==> src/rtl/alu_operand_collector.sv <==
// Operand collector in front of the ALU: gathers OPA/OPB arriving on separate
// cycles, then issues one registered single-cycle request or a timeout error.
module alu_operand_collector #(
    parameter int DATA_WIDTH = 8,
    parameter int TIMEOUT    = 16
) (
    input  logic                  clk,
    input  logic                  rst,
    input  logic                  in_ce,
    input  logic                  in_mode,
    input  logic [3:0]            in_cmd,
    input  logic                  in_cin,
    input  logic [DATA_WIDTH-1:0] in_opa,
    input  logic [DATA_WIDTH-1:0] in_opb,
    input  logic [1:0]            in_valid,
    output logic                  CE,
    output logic                  MODE,
    output logic [3:0]            CMD,
    output logic                  CIN,
    output logic [DATA_WIDTH-1:0] OPA,
    output logic [DATA_WIDTH-1:0] OPB,
    output logic [1:0]            INP_VALID,
    output logic                  timeout_err,
    output logic                  busy
);

    localparam int CW = $clog2(TIMEOUT + 1);
    localparam logic [CW-1:0] LAST_WAIT = CW'(TIMEOUT - 1);

    typedef enum logic [1:0] {IDLE, WAIT_A, WAIT_B} state_t;

    state_t                state, state_nx;
    logic [CW-1:0]         cnt, cnt_nx;
    logic                  h_mode, h_cin;
    logic [3:0]            h_cmd;
    logic [DATA_WIDTH-1:0] h_op;
    logic                  hold_load, issue, tmo;
    logic                  iss_mode, iss_cin;
    logic [3:0]            iss_cmd;
    logic [DATA_WIDTH-1:0] iss_opa, iss_opb;
    logic [1:0]            iss_valid, need;

    // bit0 = command consumes A, bit1 = command consumes B
    function automatic logic [1:0] operand_need(input logic mode, input logic [3:0] cmd);
        operand_need = 2'b11;
        if (mode) begin
            case (cmd)
                4'd4, 4'd5: operand_need = 2'b01;
                4'd6, 4'd7: operand_need = 2'b10;
                default:    operand_need = 2'b11;
            endcase
        end else begin
            case (cmd)
                4'd6, 4'd8, 4'd9:   operand_need = 2'b01;
                4'd7, 4'd10, 4'd11: operand_need = 2'b10;
                default:            operand_need = 2'b11;
            endcase
        end
    endfunction

    assign need = operand_need(in_mode, in_cmd);

    always_comb begin
        // NOTE: every comb output gets a default first so no path can infer a latch.
        state_nx  = state;
        cnt_nx    = cnt;
        hold_load = 1'b0;
        issue     = 1'b0;
        tmo       = 1'b0;
        iss_mode  = in_mode;
        iss_cmd   = in_cmd;
        iss_cin   = in_cin;
        iss_opa   = '0;
        iss_opb   = '0;
        iss_valid = 2'b00;

        case (state)
            IDLE: begin
                if (in_ce) begin
                    if ((in_valid & need) == need) begin
                        issue     = 1'b1;
                        iss_valid = need;
                        iss_opa   = need[0] ? in_opa : '0;
                        iss_opb   = need[1] ? in_opb : '0;
                    end else if (need == 2'b11 && in_valid != 2'b00) begin
                        hold_load = 1'b1;
                        cnt_nx    = '0;
                        state_nx  = in_valid[0] ? WAIT_B : WAIT_A;
                    end
                end
            end

            WAIT_A, WAIT_B: begin
                cnt_nx   = cnt + CW'(1);
                iss_mode = h_mode;
                iss_cmd  = h_cmd;
                iss_cin  = h_cin;
                if (in_ce && ((state == WAIT_A) ? in_valid[0] : in_valid[1])) begin
                    issue     = 1'b1;
                    iss_valid = 2'b11;
                    iss_opa   = (state == WAIT_A) ? in_opa : h_op;
                    iss_opb   = (state == WAIT_A) ? h_op : in_opb;
                    cnt_nx    = '0;
                    state_nx  = IDLE;
                end else if (cnt == LAST_WAIT) begin
                    // Completion on the final edge wins; otherwise the held operand is dropped.
                    tmo      = 1'b1;
                    cnt_nx   = '0;
                    state_nx = IDLE;
                end
            end

            default: begin
                cnt_nx   = '0;
                state_nx = IDLE;
            end
        endcase
    end

    always_ff @(posedge clk or posedge rst) begin
        if (rst) begin
            state <= IDLE;
            cnt   <= '0;
        end else begin
            // NOTE: sequential state uses non-blocking assignments so all registers update together.
            state <= state_nx;
            cnt   <= cnt_nx;
        end
    end

    // NOTE: the hold registers are reset too; they are small and this keeps
    // every flop deterministic out of reset.
    always_ff @(posedge clk or posedge rst) begin
        if (rst) begin
            h_mode <= 1'b0;
            h_cmd  <= 4'd0;
            h_cin  <= 1'b0;
            h_op   <= '0;
        end else if (hold_load) begin
            h_mode <= in_mode;
            h_cmd  <= in_cmd;
            h_cin  <= in_cin;
            h_op   <= in_valid[0] ? in_opa : in_opb;
        end
    end

    // Issue fields only change on an issue; strobes are pulses.
    always_ff @(posedge clk or posedge rst) begin
        if (rst) begin
            CE          <= 1'b0;
            INP_VALID   <= 2'b00;
            timeout_err <= 1'b0;
            busy        <= 1'b0;
            MODE        <= 1'b0;
            CMD         <= 4'd0;
            CIN         <= 1'b0;
            OPA         <= '0;
            OPB         <= '0;
        end else begin
            CE          <= issue;
            INP_VALID   <= iss_valid;
            timeout_err <= tmo;
            busy        <= (state_nx != IDLE);
            if (issue) begin
                MODE <= iss_mode;
                CMD  <= iss_cmd;
                CIN  <= iss_cin;
                OPA  <= iss_opa;
                OPB  <= iss_opb;
            end
        end
    end

endmodule
==> config.mk <==
export PLATFORM = sky130hd
export DESIGN_NAME = alu_operand_collector
export DESIGN_NICKNAME = d
export VERILOG_FILES = /design/src/rtl/alu_operand_collector.sv
export SDC_FILE = /design/constraint.sdc
export NUM_CORES = 1
export LEC_CHECK = 0
export CORE_MARGIN = 8
export CORE_UTILIZATION = 50
export DETAILED_ROUTE_END_ITERATION = 10
export PLACE_DENSITY_LB_ADDON = 0.1
export SETUP_SLACK_MARGIN = 0.15
export SLEW_MARGIN = 20
export SYNTH_ARGS = -nofsm -noshare
export SYNTH_HDL_FRONTEND = slang
export SYNTH_SLANG_ARGS = --single-unit
==> constraint.sdc <==
create_clock -name clk -period 2.3 [get_ports clk]
set_input_delay 0.46 -clock clk [delete_from_list [all_inputs] [get_ports clk]]
set_output_delay 0.46 -clock clk [all_outputs]
set_load 0.02 [all_outputs]
* After elaboration in Yosys (flattened, before gate mapping)
Index checks and enable logic that the tools add are counted.
** Storage, ports and cells
- Register bits :: 48
- Logic and storage cells :: 92
- Output and inout bits :: 27
** Cells by class
- Equal/unequal tests :: 16
- Add/subtract/negate cells :: 1
- Reduce and logical (&&, ||, !) cells :: 11
- Mux-type cells :: 48
- Bitwise operators :: 1
** Operator list (count)
- two-way mux 8 bit :: 11
- case mux 8 bit (2 select lines) :: 2
- two-way mux 5 bit :: 5
- two-way mux 2 bit :: 10
- == test 4 x 3 -> 1 bit, second input constant :: 4
- == test 4 bit, second input constant :: 4
- case mux 2 bit (2 select lines) :: 4
- two-way mux 1 bit :: 13
- case mux 5 bit (2 select lines) :: 1
- != test 2 bit, second input constant :: 3
- OR reduction 2 bit :: 3
- OR reduction 3 bit :: 2
- adder 5 x 1 -> 5 bit, second input constant :: 1
- == test 5 x 4 -> 1 bit, second input constant :: 1
- == test 2 bit, second input constant :: 2
- two-way mux 4 bit :: 1
- nonzero test 2 bit :: 2
- AND reduction 3 bit :: 1
- bitwise AND 2 bit :: 1
- == test 2 x 1 -> 1 bit, second input constant :: 1
- == test 2 bit :: 1
- logical AND 1 bit :: 2
- zero test 2 bit :: 1
- case mux 1 bit (2 select lines) :: 1

* Logic depth before layout (Yosys ltp)
Gate-level depths: netlist (run 1).
- Depth in word-level cells :: 11
- Depth in mapped cells :: 8
- Gate-level depth less buffers :: 7

* Worst setup path before layout (run 1)
No wires, ideal clock.
- Kind :: register to register
- Start :: register state[1]
- End :: register OPB[0]
- Path buffers :: 1
- Arrival time :: 1.867 ns
- Period minus slack after synthesis :: 1.994 ns
- Setup slack :: 0.306 ns
- Cell stages (with the launch flop) :: 9
- Library setup time :: 0.128 ns
- Path through :: dfrtp_1 > inv_1 > ha_1 > mux2_2 > nand3_1 > nor2_1 > nor2_2 > buf_6 > mux2_1
** On the way
- Word-level cells in the longest chain between the ends :: 5
- Elaborated cells on any way between the ends :: 11
** RTL lines
- from (decl) :: line 32 : state_t state, state_nx;
- from (signal assigned) :: line 126 : state <= state_nx;
- == test 2 x 1 -> 1 bit :: line 77, 98, 102
- two-way mux 1 bit :: line 98 : if (in_ce && ((state == WAIT_A) ? in_valid[0] : in_valid[1])) begin
- logical AND 1 bit :: line 98
- two-way mux 8 bit or two-way mux 1 bit (tied branches) :: line 98
- case mux 8 bit (2 select lines) or case mux 1 bit (2 select lines) (tied branches) :: line 77 : case (state)
- to (signal assigned) :: line 169 : OPB <= iss_opb;
- to (decl) :: line 21 : output logic [DATA_WIDTH-1:0] OPB,
Several ways; a longest one is shown, not always the timed one.
A chain may end at the register's enable or synchronous reset.

* Final worst setup path (run 1)
- Start :: register state[1]
- End :: register MODE
** On the way
- Word-level cells in the longest chain between the ends :: 5
- Elaborated cells on any way between the ends :: 9
** RTL lines
- == test 2 x 1 -> 1 bit :: line 77, 98
- two-way mux 1 bit :: line 98
- logical AND 1 bit :: line 98
- two-way mux 1 bit :: line 98
- case mux 1 bit (2 select lines) :: line 77
- to (signal assigned) :: line 165 : MODE <= iss_mode;
- to (decl) :: line 17 : output logic MODE,
Several ways; a longest one is shown, not always the timed one.

==> results of run 1 <==
worst max-delay path: cells and delay by family (launching register included):
kind | cells | cell delay, ns
multiplexers | 2 | 0.70
AND/OR/NAND/NOR | 3 | 0.40
flip-flops | 1 | 0.39
buffers and inverters | 2 | 0.27
adder cells (fa/ha/maj) | 1 | 0.22
sequential cells by signal, summed over array words and instances, names as in the netlist, 2 cells and up:
| signal | count |
|---|---|
| cnt | 5 |
| h_op | 8 |
| h_cmd | 4 |
| CMD | 4 |
| state | 2 |
| OPB | 8 |
| INP_VALID | 2 |
| OPA | 8 |
cells by family (layout without fill, tap and decap cells):
logic type	count (synthesis)	after routing	share of synthesized area, %
adder cells (fa/ha/maj)	4	4	1.936
XOR/XNOR	1	1	0.3389
AND/OR/NAND/NOR	48	48	9.729
AO/OA/AOI/OAI	70	70	18.15
flip-flops	48	48	46.47
multiplexers	39	39	16.80
buffers and inverters	37	121	6.583
how the worst max path moves through the flow:
stage,endpoint,from
floorplan,OPB[0],state[1]
global placement,OPB[7],in_cmd[2]
detailed placement,OPB[7],in_cmd[2]
CTS,OPB[3],in_cmd[1]
global route,OPB[3],state[1]
finish,MODE,state[1]
layout make-up:
class,instances,share of cell area (%)
inverter,26,2.759
clock buffer,7,2.724
timing repair buffer,88,23.17
multi-input combinational,162,34.91
tap,70,2.476
sequential,48,33.96
stage by stage:
step	cell area [um2]	util, %	TNS, ns
3_3_place_gp	3398	67.39	-2.931
6_report	3537	70.15	0
2_1_floorplan	2585	-	0
3_5_place_dp	3398	67.39	-4.085
4_1_cts	3493	69.28	0
5_1_grt	3537	70.15	0
cells in the final DEF (no fill, tap or decap), types with 3 or more instances in the layout:
| cell | count |
|---|---|
| o21ai_1 | 4 |
| clkdlybuf4s50_1 | 49 |
| dfrtp_1 | 48 |
| nand3_1 | 6 |
| nor2_1 | 7 |
| mux2i_1 | 16 |
| mux2_4 | 4 |
| buf_4 | 32 |
| a22oi_1 | 8 |
| o21ai_0 | 18 |
| a21oi_1 | 14 |
| mux2_1 | 7 |
| a22o_1 | 8 |
| dlymetal6s2s_1 | 3 |
| mux2_2 | 12 |
| o21ai_2 | 5 |
| clkbuf_8 | 7 |
| inv_1 | 24 |
| nand2_1 | 21 |
| o22ai_1 | 3 |
report_power, final:
group | leakage (nW) | total (W) | switching [W] | internal (W)
registers | 0.624 | 0.00141 | 0.000216 | 0.00119
logic | 0.993 | 0.00189 | 0.000910 | 0.000981
clock network | 0.0503 | 0.000549 | 0.000280 | 0.000268
layer usage:
layer	wire length (um)	vias up	part of all wire (%)	GRT usage, %
met4	75	0	1.2	4.531
met2	3118	50	50	30.23
met1	2753	1022	44	20.98
li1	-	1038	-	-
met3	334	8	5.3	4.503
met5	0	-	0	0
repair_timing:
action / CTS / global route
gates resized for setup: 1 / 11
buffers inserted: 0 / 1
endpoints found under the setup margin: 8 / 26
pin swaps: 0 / 1
==> flow_metrics.py, run 1 <==
metrics = {
    "status": {
        "status": "complete, no violations",
    },
    "worst_setup_path": {
        "r2r_setup_slack_ns": 0.22,
        "cp-end-kind": "register",
        "ff2ff_path_depth": 8,
        "crit_required_ns": 2.49,
        "rr_startpoint": "state[1]",
        "cp_max_fo": 4,
        "max_stage_delay_ns": 0.39,
        "cp_common_cell": "mux2_2",
        "path_cells": "inv_1 -> ha_2 -> mux2_2 -> nand3_1 -> nor2_1 -> nor2_2 -> buf_4 -> mux2_2",
        "r2r_end": "MODE",
        "arrival_ns": 2.27,
        "cp_slowest_cell": "dfrtp_1",
        "path_class": "reg -> reg",
        "critPathLaunchType": "register",
    },
    "finish": {
        "multiInputGateArea_um2": 1235,
        "drive_gt1_share_pct": 23.56,
        "layout.nets": 362,
        "diodes": 0,
        "syn_to_final_growth_pct": 36.83,
        "regArea_um2": 1201,
        "fillCellCount": 405,
        "instances_no_fill": 401,
    },
    "floorplanning": {
        "fp.dieArea_um2": 7726,
        "die_y_um": 87.90,
        "rows": 26,
        "io_pins": 54,
        "core_um2": 5042,
        "initial_core_util_pct": 51.27,
        "die_w_um": 87.90,
    },
    "synthesis": {
        "ys_warn_count": 0,
        "synth.cell_area_um2": 2585,
        "yosys.area.top_type": "dfrtp_1",
        "ys_types": 43,
        "synth_nets": 278,
        "syn_avg_cell_area_um2": 10.47,
        "ys_seq_elements": 48,
        "synth-async-reset-ratio_pct": 100.0,
        "synth_edf_count": 0,
        "synth.most_common_cell": "dfrtp_1",
        "yosysTopAreaCellShare_pct": 46.47,
        "synthTopCellsByCount": "dfrtp_1, inv_1, nand2_1, o21ai_0, mux2i_1",
        "ys_seq_area_share_pct": 46.47,
        "synth_flop_cell": "dfrtp_1",
        "syn-instance-count": 247,
        "synth.area.top_cells": "dfrtp_1, mux2i_1, mux2_2",
    },
    "place": {
        "dp_cells": 393,
        "gp_congestion": 0.8182,
        "hpwl_um": 4697,
        "port_buffers": 53,
        "preCtsSetupSlack_ns": -0.2156,
    },
    "global_routing": {
        "antenna_found_initial": 0,
        "grt_max_degree": 24,
        "gr-total-overflow": 0,
        "grt_pass1_vias": 2166,
        "grt_pass1_wl_um": 10530,
        "grtUsageTotal_pct": 17.51,
    },
    "cts": {
        "cts.clk_slew.worst_paths_ns": 0.08,
        "cts_tree": "built",
        "clock_latency_ns": 0.30,
        "ctsRootBufferMaster": "clkbuf_8",
        "ctsHoldBuffers": 0,
        "h-tree-depth": 2,
        "clock_sinks": 48,
        "clockBufferDepth": 2,
        "numCtsBuffers": 5,
    },
    "sta": {
        "slew_headroom_pct": 67.50,
        "fin_skew_ns": 0.008033,
        "tightest_slew_ns": 0.4867,
        "min_period_ns": 2.079,
        "layout_setup_ws_ns": 0.2208,
        "setup_viol": 0,
        "min_period_over_period_pct": 90.40,
        "timing.final.hold_violations": 0,
        "rsz0062_at_grt": "yes",
        "hold_ws_ns": 0.4561,
        "fmax_mhz": 481.0,
        "report.final.slew_viol_count": 0,
    },
    "routing": {
        "routed_wl_um": 6281,
        "drt_iter0_drc": 131,
        "vias": 2118,
        "drt-wirelength-per-cell_um": 15.66,
        "viasPerCell": 5.282,
        "drc": 0,
        "drt-pass1-iter-count": 4,
        "ant_nets": 0,
    },
    "job": {
        "maxCapViolCount": 0,
    },
    "power": {
        "total_power_w": 0.003845,
        "p_per_area_nw_per_um2": 1087,
        "p_leak_nw": 1.668,
        "ir_drop_mv": 0.6466,
    },
    "worst_hold_path": {
        "whs_path_depth": 1,
        "timing.hold.worst.class": "reg -> reg",
        "whs_endpoint": "timeout_err",
        "holdCritStartpoint": "cnt[4]",
    },
}
Power figures use the tool's default switching activity.
==> inputs of run 2 (changes only) <==
SETUP_SLACK_MARGIN = 0.1   (was 0.15)
==> run 2 against run 1 <==
Against the previous run:
- first-iteration DRC count up 2.3%
- sequential power hardly changed
- flip-flop and latch count unchanged
- cell area down 0.46%
- sequential share of layout area up 0.16 points
- cell count fell by 0.25%
- critical path depth is 1 lower
- global-route usage unchanged
- combinational power is essentially flat
- maximum frequency decreased by 2.1%
==> flow_metrics.py, run 2 (synthesis results as in run 1) <==
metrics = {
    "sta": {
        "fmax_mhz": 470.8,
        "rsz0062_at_grt": "yes",
        "setup_viol": 0,
        "min_period_ns": 2.124,
        "layout_setup_ws_ns": 0.1760,
        "slew_headroom_pct": 62.70,
        "report.final.slew_viol_count": 0,
        "fin_skew_ns": 0.008728,
        "timing.final.hold_violations": 0,
        "min_period_over_period_pct": 92.35,
        "tightest_slew_ns": 0.5536,
    },
    "finish": {
        "syn_to_final_growth_pct": 36.21,
        "diodes": 0,
        "final_common_cell": "clkdlybuf4s50_1",
        "stdcell_area_um2": 3521,
        "multiInputGateArea_um2": 1231,
        "regArea_um2": 1201,
        "final_cell_mix": "clkdlybuf4s50_1, dfrtp_1, buf_4",
        "reg_top3": "OPA: 8 flops, OPB: 8 flops, h_op: 8 flops",
        "fillCellCount": 403,
        "layout.nets": 361,
        "drive_gt1_share_pct": 23.03,
    },
    "floorplanning": {
        "rows": 26,
        "fp.dieArea_um2": 7726,
        "die_y_um": 87.90,
        "core_um2": 5042,
        "initial_core_util_pct": 51.27,
        "die_w_um": 87.90,
        "io_pins": 54,
    },
    "worst_setup_path": {
        "r2r_setup_slack_ns": 0.19,
        "r2r_end": "OPB[2]",
        "critPathLaunchType": "input pin",
        "crit_required_ns": 2.55,
        "rr_startpoint": "state[1]",
        "path_class": "in -> reg",
        "arrival_ns": 2.37,
        "startpoint": "in_cmd[3]",
        "ff2ff_path_depth": 8,
        "cp_max_fo": 9,
        "cp-end-kind": "register",
    },
    "job": {
        "maxCapViolCount": 0,
    },
    "cts": {
        "cts.clk_slew.worst_paths_ns": 0.09,
        "ctsRootBufferMaster": "clkbuf_8",
        "clock_latency_ns": 0.30,
        "clockBufferDepth": 2,
        "clock_sinks": 48,
        "cts_tree": "built",
        "cts_setup_buffers": 0,
        "h-tree-depth": 2,
        "numCtsBuffers": 5,
    },
    "global_routing": {
        "antenna_found_initial": 0,
        "gr-total-overflow": 0,
        "grt_max_degree": 24,
        "grt_pass1_vias": 2166,
        "grtUsageTotal_pct": 17.51,
        "grt_pass1_wl_um": 10530,
    },
    "worst_hold_path": {
        "holdCritStartpoint": "cnt[4]",
        "whs_endpoint": "timeout_err",
        "whs_path_depth": 1,
        "timing.hold.worst.class": "reg -> reg",
    },
    "place": {
        "gp_congestion": 0.8182,
        "dpl_cell_area_um2": 3398,
        "preCtsSetupSlack_ns": -0.2156,
        "port_buffers": 53,
        "hpwl_um": 4697,
    },
    "routing": {
        "viasPerCell": 5.300,
        "met1_length_um": 2697,
        "wl_met3_um": 342,
        "drt-pass1-iter-count": 4,
        "ant_nets": 0,
        "vias": 2120,
        "dr_wl_met2_um": 3156,
        "routed.top_layer": "met4",
        "routed_wl_um": 6244,
        "drt_iter0_drc": 134,
        "drc": 0,
        "drt-wirelength-per-cell_um": 15.61,
    },
    "power": {
        "p_leak_nw": 1.652,
        "ir_drop_mv": 0.6462,
        "p_per_area_nw_per_um2": 1085,
    },
    "status": {
        "status": "complete, no violations",
    },
}
## run 2: worst max path at each step
stage | endpoint | slack, ns | cells after the start
6_report | OPB[7] | 0.18 | 7
5_1_grt | OPA[1] | 0.08 | 9
4_1_cts | OPB[7] | 0.10 | 7
3_5_place_dp | OPB[7] | -0.22 | 7
3_3_place_gp | OPB[7] | -0.16 | 7
2_1_floorplan | OPB[0] | 0.31 | 8
## run 2: layer usage
layer	global-route usage [%]	vias to the layer above
met2	30.23	55
li1	-	1038
met3	4.503	6
met5	0	-
met1	20.98	1021
met4	4.531	0
## run 2: area by class of cell
cell class	instances	share of cell area, %
Tap cell	70	2.488
Timing Repair Buffer	87	22.92
Inverter	26	2.772
Clock buffer	7	2.736
Sequential cell	48	34.12
Multi-Input combinational cell	162	34.97
## run 2: power breakdown
part | internal, W | switching, W | leakage (nW) | total [W]
clock | 0.000268 | 0.000275 | 0.0503 | 0.000543
combinational | 0.000968 | 0.000902 | 0.977 | 0.00187
sequential | 0.00119 | 0.000216 | 0.624 | 0.00141
## run 2: what timing repair did
| item | CTS | global route |
|---|---|---|
| resized for setup | 0 | 7 |
| endpoints found under the setup margin | 0 | 24 |
| hold buffers | 0 | 0 |
## run 2: critical path, cell delays in order
cell	delay (ns)
clkdlybuf4s50_1	0.47
nand2b_4	0.17
o311a_1	0.35
or4b_1	0.47
buf_4	0.20
o21ai_2	0.11
mux2_4	0.15
## run 2: per-stage QoR
stage | cells | utilization (%) | setup TNS [ns] | total power [W] | hold WS (ns)
finish | 400 | 69.83 | 0 | 0.003819 | 0.4561
global route | 400 | 69.83 | 0 | 0.004097 | 0.4710
CTS | 400 | 69.31 | 0 | 0.003845 | 0.4583
detailed placement | 393 | 67.39 | -4.085 | 0.003294 | 0.4487
global placement | 393 | 67.39 | -2.931 | 0.003249 | 0.4434
floorplan | 247 | - | 0 | 0.002478 | 0.4261
